<file path="config.mk">
export PLATFORM = sky130hd
export DESIGN_NAME = dot_product_sequencer
export DESIGN_NICKNAME = d
export VERILOG_FILES = /design/src/rtl/dot_product_sequencer.sv
export SDC_FILE = /design/constraint.sdc
export NUM_CORES = 1
export LEC_CHECK = 0
export ABC_AREA = 1
export CAP_MARGIN = 30
export CORE_MARGIN = 5
export CORE_UTILIZATION = 55
export DETAILED_ROUTE_END_ITERATION = 7
export GPL_TIMING_DRIVEN = 0
export PLACE_DENSITY = 0.76
export SLEW_MARGIN = 10
export SYNTH_ARGS = -nofsm -noshare
export SYNTH_HDL_FRONTEND = slang
export SYNTH_SLANG_ARGS = --single-unit
export TNS_END_PERCENT = 20
</file>
<file path="constraint.sdc">
create_clock -name CLK -period 8.8 [get_ports CLK]
set_input_delay 1.76 -clock CLK [delete_from_list [all_inputs] [get_ports CLK]]
set_output_delay 1.76 -clock CLK [all_outputs]
set_load 0.005 [all_outputs]
</file>
<file path="src/rtl/dot_product_sequencer.sv">
// Signed fixed-point 4-element dot product, one shared multiplier stepped over
// the elements, with overflow detection on the rescaled sum.
module dot_product_sequencer #(
   parameter int WIDTH = 16,
   parameter int FRAC  = 8
) (
   input  logic                 CLK,
   input  logic                 MasterResetN,
   input  logic                 Clear,
   input  logic                 Enable,
   input  logic                 Start,
   input  logic [4*WIDTH-1:0]   FilaA,
   input  logic [4*WIDTH-1:0]   ColumnaB,
   output logic [WIDTH-1:0]     Resultado,
   output logic                 Listo,
   output logic                 Error
);

   localparam int ACC_W = 2*WIDTH + 2;

   typedef enum logic [2:0] {
      S_IDLE,
      S_RUN,
      S_CHECK,
      S_DONE,
      S_ERR
   } state_t;

   state_t                    state_q, state_d;
   logic [1:0]                k_q, k_d;
   logic signed [ACC_W-1:0]   acc_q, acc_d;
   logic [4*WIDTH-1:0]        a_q, a_d;
   logic [4*WIDTH-1:0]        b_q, b_d;
   logic [WIDTH-1:0]          res_q, res_d;
   logic                      listo_q, listo_d;
   logic                      error_q, error_d;

   logic signed [WIDTH-1:0]   op_a;
   logic signed [WIDTH-1:0]   op_b;
   logic signed [2*WIDTH-1:0] prod;
   logic [ACC_W-1:0]          prod_ext;
   logic signed [ACC_W-1:0]   scaled;
   logic                      in_range;

   assign op_a     = a_q[k_q*WIDTH +: WIDTH];
   assign op_b     = b_q[k_q*WIDTH +: WIDTH];
   assign prod     = op_a * op_b;
   assign prod_ext = {{(ACC_W-2*WIDTH){prod[2*WIDTH-1]}}, prod};
   assign scaled   = acc_q >>> FRAC;
   // Representable iff every bit from the result sign bit upward agrees.
   assign in_range = (~|scaled[ACC_W-1:WIDTH-1]) | (&scaled[ACC_W-1:WIDTH-1]);

   always_comb begin
      state_d = state_q;
      k_d     = k_q;
      acc_d   = acc_q;
      a_d     = a_q;
      b_d     = b_q;
      res_d   = res_q;
      listo_d = listo_q;
      error_d = error_q;
      if (Clear) begin
         state_d = S_IDLE;
         k_d     = '0;
         acc_d   = '0;
         res_d   = '0;
         listo_d = 1'b0;
         error_d = 1'b0;
      end else if (Enable) begin
         case (state_q)
            S_IDLE, S_DONE, S_ERR: begin
               if (Start) begin
                  a_d     = FilaA;
                  b_d     = ColumnaB;
                  acc_d   = '0;
                  k_d     = '0;
                  listo_d = 1'b0;
                  error_d = 1'b0;
                  state_d = S_RUN;
               end
            end
            S_RUN: begin
               acc_d = acc_q + prod_ext;
               k_d   = k_q + 2'd1;
               if (k_q == 2'd3) state_d = S_CHECK;
            end
            S_CHECK: begin
               if (in_range) begin
                  res_d   = scaled[WIDTH-1:0];
                  listo_d = 1'b1;
                  state_d = S_DONE;
               end else begin
                  res_d   = '0;
                  error_d = 1'b1;
                  state_d = S_ERR;
               end
            end
            default: state_d = S_IDLE;
         endcase
      end
   end

   always_ff @(posedge CLK or negedge MasterResetN) begin
      if (!MasterResetN) begin
         state_q <= S_IDLE;
         k_q     <= '0;
         acc_q   <= '0;
         a_q     <= '0;
         b_q     <= '0;
         res_q   <= '0;
         listo_q <= 1'b0;
         error_q <= 1'b0;
      end else begin
         state_q <= state_d;
         k_q     <= k_d;
         acc_q   <= acc_d;
         a_q     <= a_d;
         b_q     <= b_d;
         res_q   <= res_d;
         listo_q <= listo_d;
         error_q <= error_d;
      end
   end

   assign Resultado = res_q;
   assign Listo     = listo_q;
   assign Error     = error_q;

endmodule

</file>
==> results.cfg, run 1 <==
[global_route]
grt_max_degree = 101
grt_antenna_before_repair = 0
met3_usage_pct = 6.16
grt_use_total_pct = 29.8
grt_pass1_wl_mm = 94.4
grt-busiest-layer = met2
grtUsageMet1_pct = 40.2
grt_pass1_vias = 17600
overflow = 0
grt_util_met2_pct = 48.6

[logic_synthesis]
synth_area_leaders = fa_1 26%, dfrtp_1 23%, nand2_1 9.1%
synthDominantCellAreaShare_pct = 26.3
ys_seq_area_share_pct = 23.1
async_reset_ff_share_pct = 100
synth_area_um2 = 20000
yosys-top-cells-count = 483 x nand2_1, 430 x inv_1, 263 x fa_1
yosysMostFrequentCell = nand2_1
synth_cell_types = 54
synth_top_cell_by_area = fa_1
syn_area_per_cell_um2 = 8.68
syn-num-nets = 2820
synth_edf_count = 0
yosysWarnings = 0
ys_ff_latch = 185
synthCells = 2307
synthFlopType = dfrtp_1

[hold_path]
holdPathEnd = Resultado[13]
hold_depth = 2
hp-start = Resultado[13]
hold_class = flip-flop to flip-flop

[clocking]
cts_max_level = 4
clk_path_buf_depth = 2
cts_sinks = 185
cts_tree = yes
insertion_delay_ns = 0.46
postCtsHoldBufs = 0
clkTransAtPathRegs_ns = 0.08
root_buffer = clkbuf_16
cts-buffers-inserted = 17

[critical_path]
path_delay_family = adder cells
cp_slowest_cell = fa_2
critPathMaxFanout = 10
slowest_delay_ns = 0.66
endpoint_kind = flip-flop
crit_type = flip-flop to flip-flop
reg2reg_to = acc_q[33]
reg2reg_depth = 40
required_ns = 9.14
start_kind = flip-flop
r2r_slack_ns = 0.35
critPathBufInv = 11
cpMostUsedCell = nand2_1
worstReg2RegStart = k_q[0]
cp.arrival_ns = 8.79

[routing]
via_count = 16900
drtIter0Drc = 1395
viasPerCell = 5.68
drc = 0
ant_nets = 0
wire_per_inst_um = 20.3
firstDrtPassIters = 5
wirelength_mm = 60.5

[final_layout]
diodes = 0
syn_to_final_growth_pct = 17.4
finalCoreUtilization_pct = 65.8
drive_above_1_share_pct = 13.7
layout.nets = 3020

[timing]
setup_viol = 0
worst_slack_ns = 0.354
timing.slew.headroom_pct = 45.2
max_freq_mhz = 118
period_share_pct = 96.0
fin_skew_ns = 0.0142
tightest_slew_ns = 0.822
final_hold_viol_count = 0
maxSlewViolCount = 0
post-route-min-period_ns = 8.45

[floorplanning]
fp.dieH_um = 201
rows = 69
die_w_um = 201
start_util_pct = 56.0
core-area_um2 = 35700
ios = 151
dieArea_um2 = 40300

[run_status]
status = complete, no violations

[place]
portBuffers = 150
place.gp.congestion = 0.962
dp_slack_ns = -0.628
dpl.hpwl_mm = 48.6

[flow_run]
maxCapViolations = 0
state kept, by name, indices dropped and copies added, names as in the netlist:
signal / count
a_q: 64
b_q: 64
acc_q: 34
Resultado: 16
state_q: 3
k_q: 2
Error: 1
Listo: 1
kinds of logic (layout without fill, tap and decap cells):
logic type / count (synthesis) / after routing / synth area share, %
buffers and inverters: 512 / 724 / 10.2
adder cells (fa/ha/maj): 380 / 380 / 33.6
AND/OR/NAND/NOR: 806 / 806 / 15.9
multiplexers: 128 / 128 / 7.20
flip-flops: 185 / 185 / 23.1
XOR/XNOR: 28 / 28 / 1.22
AO/OA/AOI/OAI: 268 / 268 / 8.69
metal layers:
layer  up-vias  part of all wire (%)
met1      8438                    41
met3       134                   8.1
met4         0                   3.4
met5         -                     0
li1       7601                     -
met2       740                    47
worst max path at each step:
stage                 startpoint         to  slack, ns  cells past startpoint
CTS                       k_q[0]  acc_q[33]      0.003                     43
finish                    k_q[0]  acc_q[33]       0.35                     40
detailed placement        k_q[1]  acc_q[33]      -0.63                     42
global placement    MasterResetN    b_q[56]      -1.67                      1
global route              k_q[0]  acc_q[29]     -0.006                     38
floorplan                 k_q[0]  acc_q[33]       1.61                     39
layout make-up:
class | count | area [um2]
plain buffers | 66 | 447
clock inverters | 14 | 159
flip-flops and latches | 185 | 4630
inverters | 446 | 1680
repair buffers | 181 | 1820
clock buffers | 17 | 425
fillers | 2918 | 12200
well taps | 461 | 577
multi-input cells | 1610 | 13800
worst reg2reg max path: cells and delay by family (launching register included):
| kind | cells | cell delay [ns] |
|---|---|---|
| DFF | 1 | 0.44 |
| adders and majority gates | 8 | 3.88 |
| xor gates and xnor gates | 1 | 0.19 |
| AOI/OAI and AO/OA | 5 | 0.80 |
| buffers and inverters | 11 | 1.42 |
| and+or+nand+nor | 15 | 1.60 |
layout by cell type (no fill, tap or decap), types with 13 or more instances in the layout:
master           Yosys  final
fa_1               263    262
buf_4               19     50
nand3_1             51     50
xor2_1              17     16
clkdlybuf4s50_1      0    149
ha_1               117    114
a21oi_1            109    104
a32oi_4              1     20
inv_2               15     15
dfrtp_1            185    184
nand2_1            483    483
clkbuf_4             0     14
inv_1              430    428
nor2_1             236    231
a21o_1              13     13
mux2_2             128    128
clkbuf_16            0     17
buf_2               35     22
o21ai_0             57     57
repair_timing:
item                                    4_1_cts  5_1_grt
buffers inserted                              1       29
endpoints found under the setup margin       13       15
pin swaps                                     1       16
gates resized for setup                      34       71
through the flow:
step	instance area [um2]	TNS [ns]	std cells	hold WS, ns
after floorplan	20000	0	2307	0.455
after global placement	22100	-306.73	2918	0.462
after detailed placement	22100	-3.06	2919	0.465
after CTS	23000	0	2951	0.486
after global routing	23500	-0.0147	2980	0.512
final	23500	0	2980	0.485
Power of run 1 is not shown: default switching activity piles up to over one toggle a cycle in this logic, so the estimate is an artifact.
==> run 2: changes to the inputs <==
--- a/config.mk
+++ b/config.mk
@@ -8,10 +8,10 @@
 export ABC_AREA = 1
 export CAP_MARGIN = 30
 export CORE_MARGIN = 5
-export CORE_UTILIZATION = 55
+export CORE_UTILIZATION = 53
 export DETAILED_ROUTE_END_ITERATION = 7
 export GPL_TIMING_DRIVEN = 0
-export PLACE_DENSITY = 0.76
+export PLACE_DENSITY = 0.73
 export SLEW_MARGIN = 10
 export SYNTH_ARGS = -nofsm -noshare
 export SYNTH_HDL_FRONTEND = slang
==> constraint.sdc (replaced) <==
create_clock -name CLK -period 8.8 [get_ports CLK]
set_input_delay 1.76 -clock CLK [delete_from_list [all_inputs] [get_ports CLK]]
set_output_delay 1.76 -clock CLK [all_outputs]
set_load 0.1 [all_outputs]
==> run 2 against run 1 <==
Effect of this change: sequential share of layout area fell by 0.15 points; hold slack barely moved; fmax barely moved; critical path depth fell by 4; design area rose by 0.77%; first-iteration DRC count fell by 10%; register-to-register slack barely moved; worst setup slack improved by 0.0010 ns; clock-buffer cell count did not move; die area rose by 3.6%.
==> results.cfg, run 2 (synthesis gave the netlist of run 1 again) <==
[routing]
via_count = 16800
wire_per_inst_um = 19.9
ant_nets = 0
wirelength_mm = 60.3
viasPerCell = 5.54
firstDrtPassIters = 5
drtIter0Drc = 1254
drc = 0

[flow_run]
maxCapViolations = 0

[critical_path]
slowest_delay_ns = 0.55
critPathMaxFanout = 10
crit_type = flip-flop to flip-flop
cp.arrival_ns = 8.79
required_ns = 9.15
worstReg2RegStart = k_q[0]
cp_slowest_cell = fa_1
crit_path_start = k_q[0]
endpoint_kind = flip-flop
start_kind = flip-flop

[hold_path]
hold_class = flip-flop to flip-flop
hp-start = Resultado[2]

[clocking]
cts_sinks = 185
clkTransAtPathRegs_ns = 0.08
insertion_delay_ns = 0.46
clk_path_buf_depth = 2
root_buffer = clkbuf_16
cts_tree = yes
cts-buffers-inserted = 17
cts_max_level = 4
postCtsHoldBufs = 0

[place]
portBuffers = 150
placedCellCount = 2969
dp_slack_ns = -0.467
place.gp.congestion = 0.959
dpl.hpwl_mm = 48.4

[final_layout]
top_regs = a_q: 64 flops, b_q: 64 flops, acc_q: 34 flops
diodes = 0
drive_above_1_share_pct = 13.9
layout.nets = 3020
final-instance-count-excl-fill = 3031
syn_to_final_growth_pct = 18.3
final_cell_mix = 483 x nand2_1, 427 x inv_1, 262 x fa_1, 228 x nor2_1, 184 x dfrtp_1
final_common_cell = nand2_1

[global_route]
grt_pass1_wl_mm = 93.8
grt_antenna_before_repair = 0
grt_max_degree = 109
overflow = 0
grt_use_total_pct = 29.0
grt_pass1_vias = 17500

[timing]
fin_skew_ns = 0.0172
maxSlewViolCount = 0
timing.slew.headroom_pct = 33.8
max_freq_mhz = 118
period_share_pct = 96.0
worst_slack_ns = 0.355
final_hold_viol_count = 0
setup_viol = 0
post-route-min-period_ns = 8.45
tightest_slew_ns = 0.990

[floorplanning]
core-area_um2 = 37500
ios = 151
die_w_um = 204
fp.dieH_um = 204
dieArea_um2 = 41800
rows = 71
start_util_pct = 53.4

[run_status]
status = complete, no violations
[run 2: changes by cell type in the layout (fill, tap and decap cells not counted), moves of 2 or more]
cell	change
a32oi_4	+3
inv_8	+3
nor2_1	-3
nor2_2	+3
a32oi_2	-2
buf_4	-2
bufinv_16	+2
clkinv_4	-2
clkinv_8	-2
clkinvlp_4	+2
inv_6	-2
[run 2: timing repair]
item / in CTS / in global routing
setup endpoints to repair: 14 / 15
pin swaps: 0 / 15
buffers inserted: 0 / 30
gates resized for setup: 23 / 97
[run 2: critical path, delay by kind of cell, from the launching register on]
kind / cells / cell delay, ns
xor gates and xnor gates: 1 / 0.10
and+or+nand+nor: 10 / 1.66
AOI/OAI and AO/OA: 7 / 1.22
DFF: 1 / 0.46
buffers and inverters: 10 / 1.13
adders and majority gates: 8 / 3.74
[run 2: per-layer routing]
layer	part of all wire (%)	vias up	global-route usage, %
met1	42	8400	39.8
met3	7.8	114	5.47
met5	0	-	0
met4	3.4	0	10.7
li1	-	7587	-
met2	47	682	46.1
[run 2: final timing paths]
kind                            cells after the start      endpoint  slack (ns)
worst min register to register                      2  Resultado[2]        0.48
worst max register to register                     36     acc_q[32]        0.35
worst max-delay path                               36     acc_q[32]        0.35
worst min-delay path                                2  Resultado[2]        0.48
max in group asynchronous                           2       b_q[39]        6.54
min in group asynchronous                           1       a_q[10]        1.29
[run 2: through the flow]
step	cell area [um2]	util, %	setup TNS [ns]	hold slack, ns
2_1_floorplan	20000	-	0	0.455
6_report	23700	63.2	0	0.484
3_5_place_dp	22200	59.2	-2.87	0.469
5_1_grt	23700	63.2	-0.0170	0.515
3_3_place_gp	22200	59.1	-322.35	0.462
4_1_cts	23000	61.3	0	0.489
[run 2: layout make-up]
class	count	area (um2)
well taps	511	639
flip-flops and latches	185	4630
clock buffers	17	425
inverters	446	1680
multi-input cells	1610	13800
plain buffers	66	450
repair buffers	181	1830
fillers	3129	13800
clock inverters	15	200
Power of run 2 is left out for the same reason.
==> run 3: changes to the inputs <==
--- a/config.mk
+++ b/config.mk
@@ -7,7 +7,6 @@
 export LEC_CHECK = 0
 export ABC_AREA = 1
 export CAP_MARGIN = 30
-export CORE_MARGIN = 5
 export CORE_UTILIZATION = 53
 export DETAILED_ROUTE_END_ITERATION = 7
 export GPL_TIMING_DRIVEN = 0
==> run 3 against run 2 <==
Effect of this change: design area fell by 1.3%; clock skew fell by 0.0073 ns; register-to-register slack got worse by 0.098 ns; first-iteration DRC count rose by 4.4%; cell count fell by 0.66%; flip-flop and latch count did not move; via count fell by 1.0%; utilization rose by 0.21 points; routed wire length fell by 2.4%; non-clock buffer count fell by 14; critical endpoint is now acc_q[33]; critical path depth rose by 7; clock-buffer cell count rose by 1; critical path type unchanged.
==> results.cfg, run 3 (synthesis gave the netlist of run 1 again) <==
[global_route]
grt_antenna_before_repair = 1
grt_pass1_vias = 17200
grt_max_degree = 108
grt-busiest-layer = met2
overflow = 0
grt_util_met2_pct = 50.2
grt_pass1_wl_mm = 91.9
grt_use_total_pct = 31.7
grtUsageMet1_pct = 40.8
met3_usage_pct = 8.54

[final_layout]
top_regs = a_q: 64 flops, b_q: 64 flops, acc_q: 34 flops
final_cell_mix = 483 x nand2_1, 427 x inv_1, 262 x fa_1, 232 x nor2_1, 185 x dfrtp_1
final_common_cell = nand2_1
layout.nets = 3006
design_area_um2 = 23400
drive_above_1_share_pct = 12.8
syn_to_final_growth_pct = 16.7
fillers = 3132
final-instance-count-excl-fill = 3011

[timing]
final_hold_viol_count = 0
tightest_slew_ns = 0.974
fin_skew_ns = 0.00990
post-route-min-period_ns = 8.54
rsz0062_at_grt = true
max_freq_mhz = 117
timing.slew.headroom_pct = 34.9
worst_slack_ns = 0.256
maxSlewViolCount = 0
setup_viol = 0
period_share_pct = 97.1
fin_setup_tns_ns = 0

[critical_path]
endpoint_kind = flip-flop
slowest_delay_ns = 0.55
cpMostUsedCell = nand2_1
r2r_slack_ns = 0.26
required_ns = 9.16
crit_type = flip-flop to flip-flop
start_kind = flip-flop
cp_slowest_cell = fa_1
critPathMaxFanout = 10
cp.arrival_ns = 8.90

[floorplanning]
start_util_pct = 54.3
rows = 70
dieArea_um2 = 38600
fp.dieH_um = 196
core-area_um2 = 36900
die_w_um = 196
ios = 151

[place]
dp_slack_ns = -0.518
place.gp.congestion = 1.00
portBuffers = 150
dpl.hpwl_mm = 47.6
placedCellCount = 2962
placed_cell_area_um2 = 22200

[clocking]
cts_tree = yes
insertion_delay_ns = 0.46
root_buffer = clkbuf_16
cts_max_level = 4
postCtsHoldBufs = 0
clk_path_buf_depth = 2
cts-buffers-inserted = 17
clkTransAtPathRegs_ns = 0.08
cts_sinks = 185

[routing]
viasPerCell = 5.52
via_count = 16600
drc = 0
firstDrtPassIters = 5
wirelength_mm = 58.9
wire_per_inst_um = 19.6
ant_nets = 0
drtIter0Drc = 1309

[flow_run]
maxCapViolations = 0

[run_status]
status = complete, no violations

[hold_path]
hold_class = flip-flop to flip-flop
==> run 3: timing repair <==
action	in CTS	in global routing
endpoints found under the hold margin	0	0
gates resized for setup	32	59
setup endpoints to repair	15	14
buffers inserted	1	15
pin swaps	1	11
==> run 3: path summary, 6_finish.rpt <==
check,start,to,cells past startpoint
worst max-delay path,k_q[0],acc_q[33],43
worst min-delay path,Resultado[8],Resultado[8],2
worst max register to register,k_q[0],acc_q[33],43
worst min register to register,Resultado[8],Resultado[8],2
max in group asynchronous,MasterResetN,b_q[55],2
min in group asynchronous,MasterResetN,a_q[24],1
==> run 3: stage by stage <==
stage | hold slack [ns] | utilization, %
after CTS | 0.485 | 62.4
after global routing | 0.518 | 63.4
after floorplan | 0.455 | -
final | 0.487 | 63.4
after detailed placement | 0.467 | 60.2
after global placement | 0.461 | 60.1
==> run 3: worst max-delay path: cells and delay by family, from the launching register on <==
| kind | cells | cell delay, ns |
|---|---|---|
| adder cells (fa/ha/maj) | 8 | 3.74 |
| XOR/XNOR | 1 | 0.22 |
| buffers and inverters | 12 | 1.35 |
| AND/OR/NAND/NOR | 18 | 1.90 |
| flip-flops | 1 | 0.45 |
| AO/OA/AOI/OAI | 4 | 0.78 |
==> run 3: cell type report <==
class / count / area, um2 / area share [%]
multi-input cells: 1610 / 13700 / 58.7
flip-flops and latches: 185 / 4630 / 19.8
inverters: 446 / 1680 / 7.19
repair buffers: 167 / 1680 / 7.18
well taps: 504 / 631 / 2.70
plain buffers: 66 / 440 / 1.88
clock buffers: 18 / 439 / 1.88
clock inverters: 14 / 155 / 0.664
diodes: 1 / 2.50 / 0.0107
==> run 3: per-layer routing <==
layer | vias up | part of all wire [%]
met5 | - | 0.036
met4 | 4 | 3.7
met3 | 142 | 8.8
met2 | 718 | 47
met1 | 8203 | 41
li1 | 7549 | -
Power of run 3 is left out for the same reason.
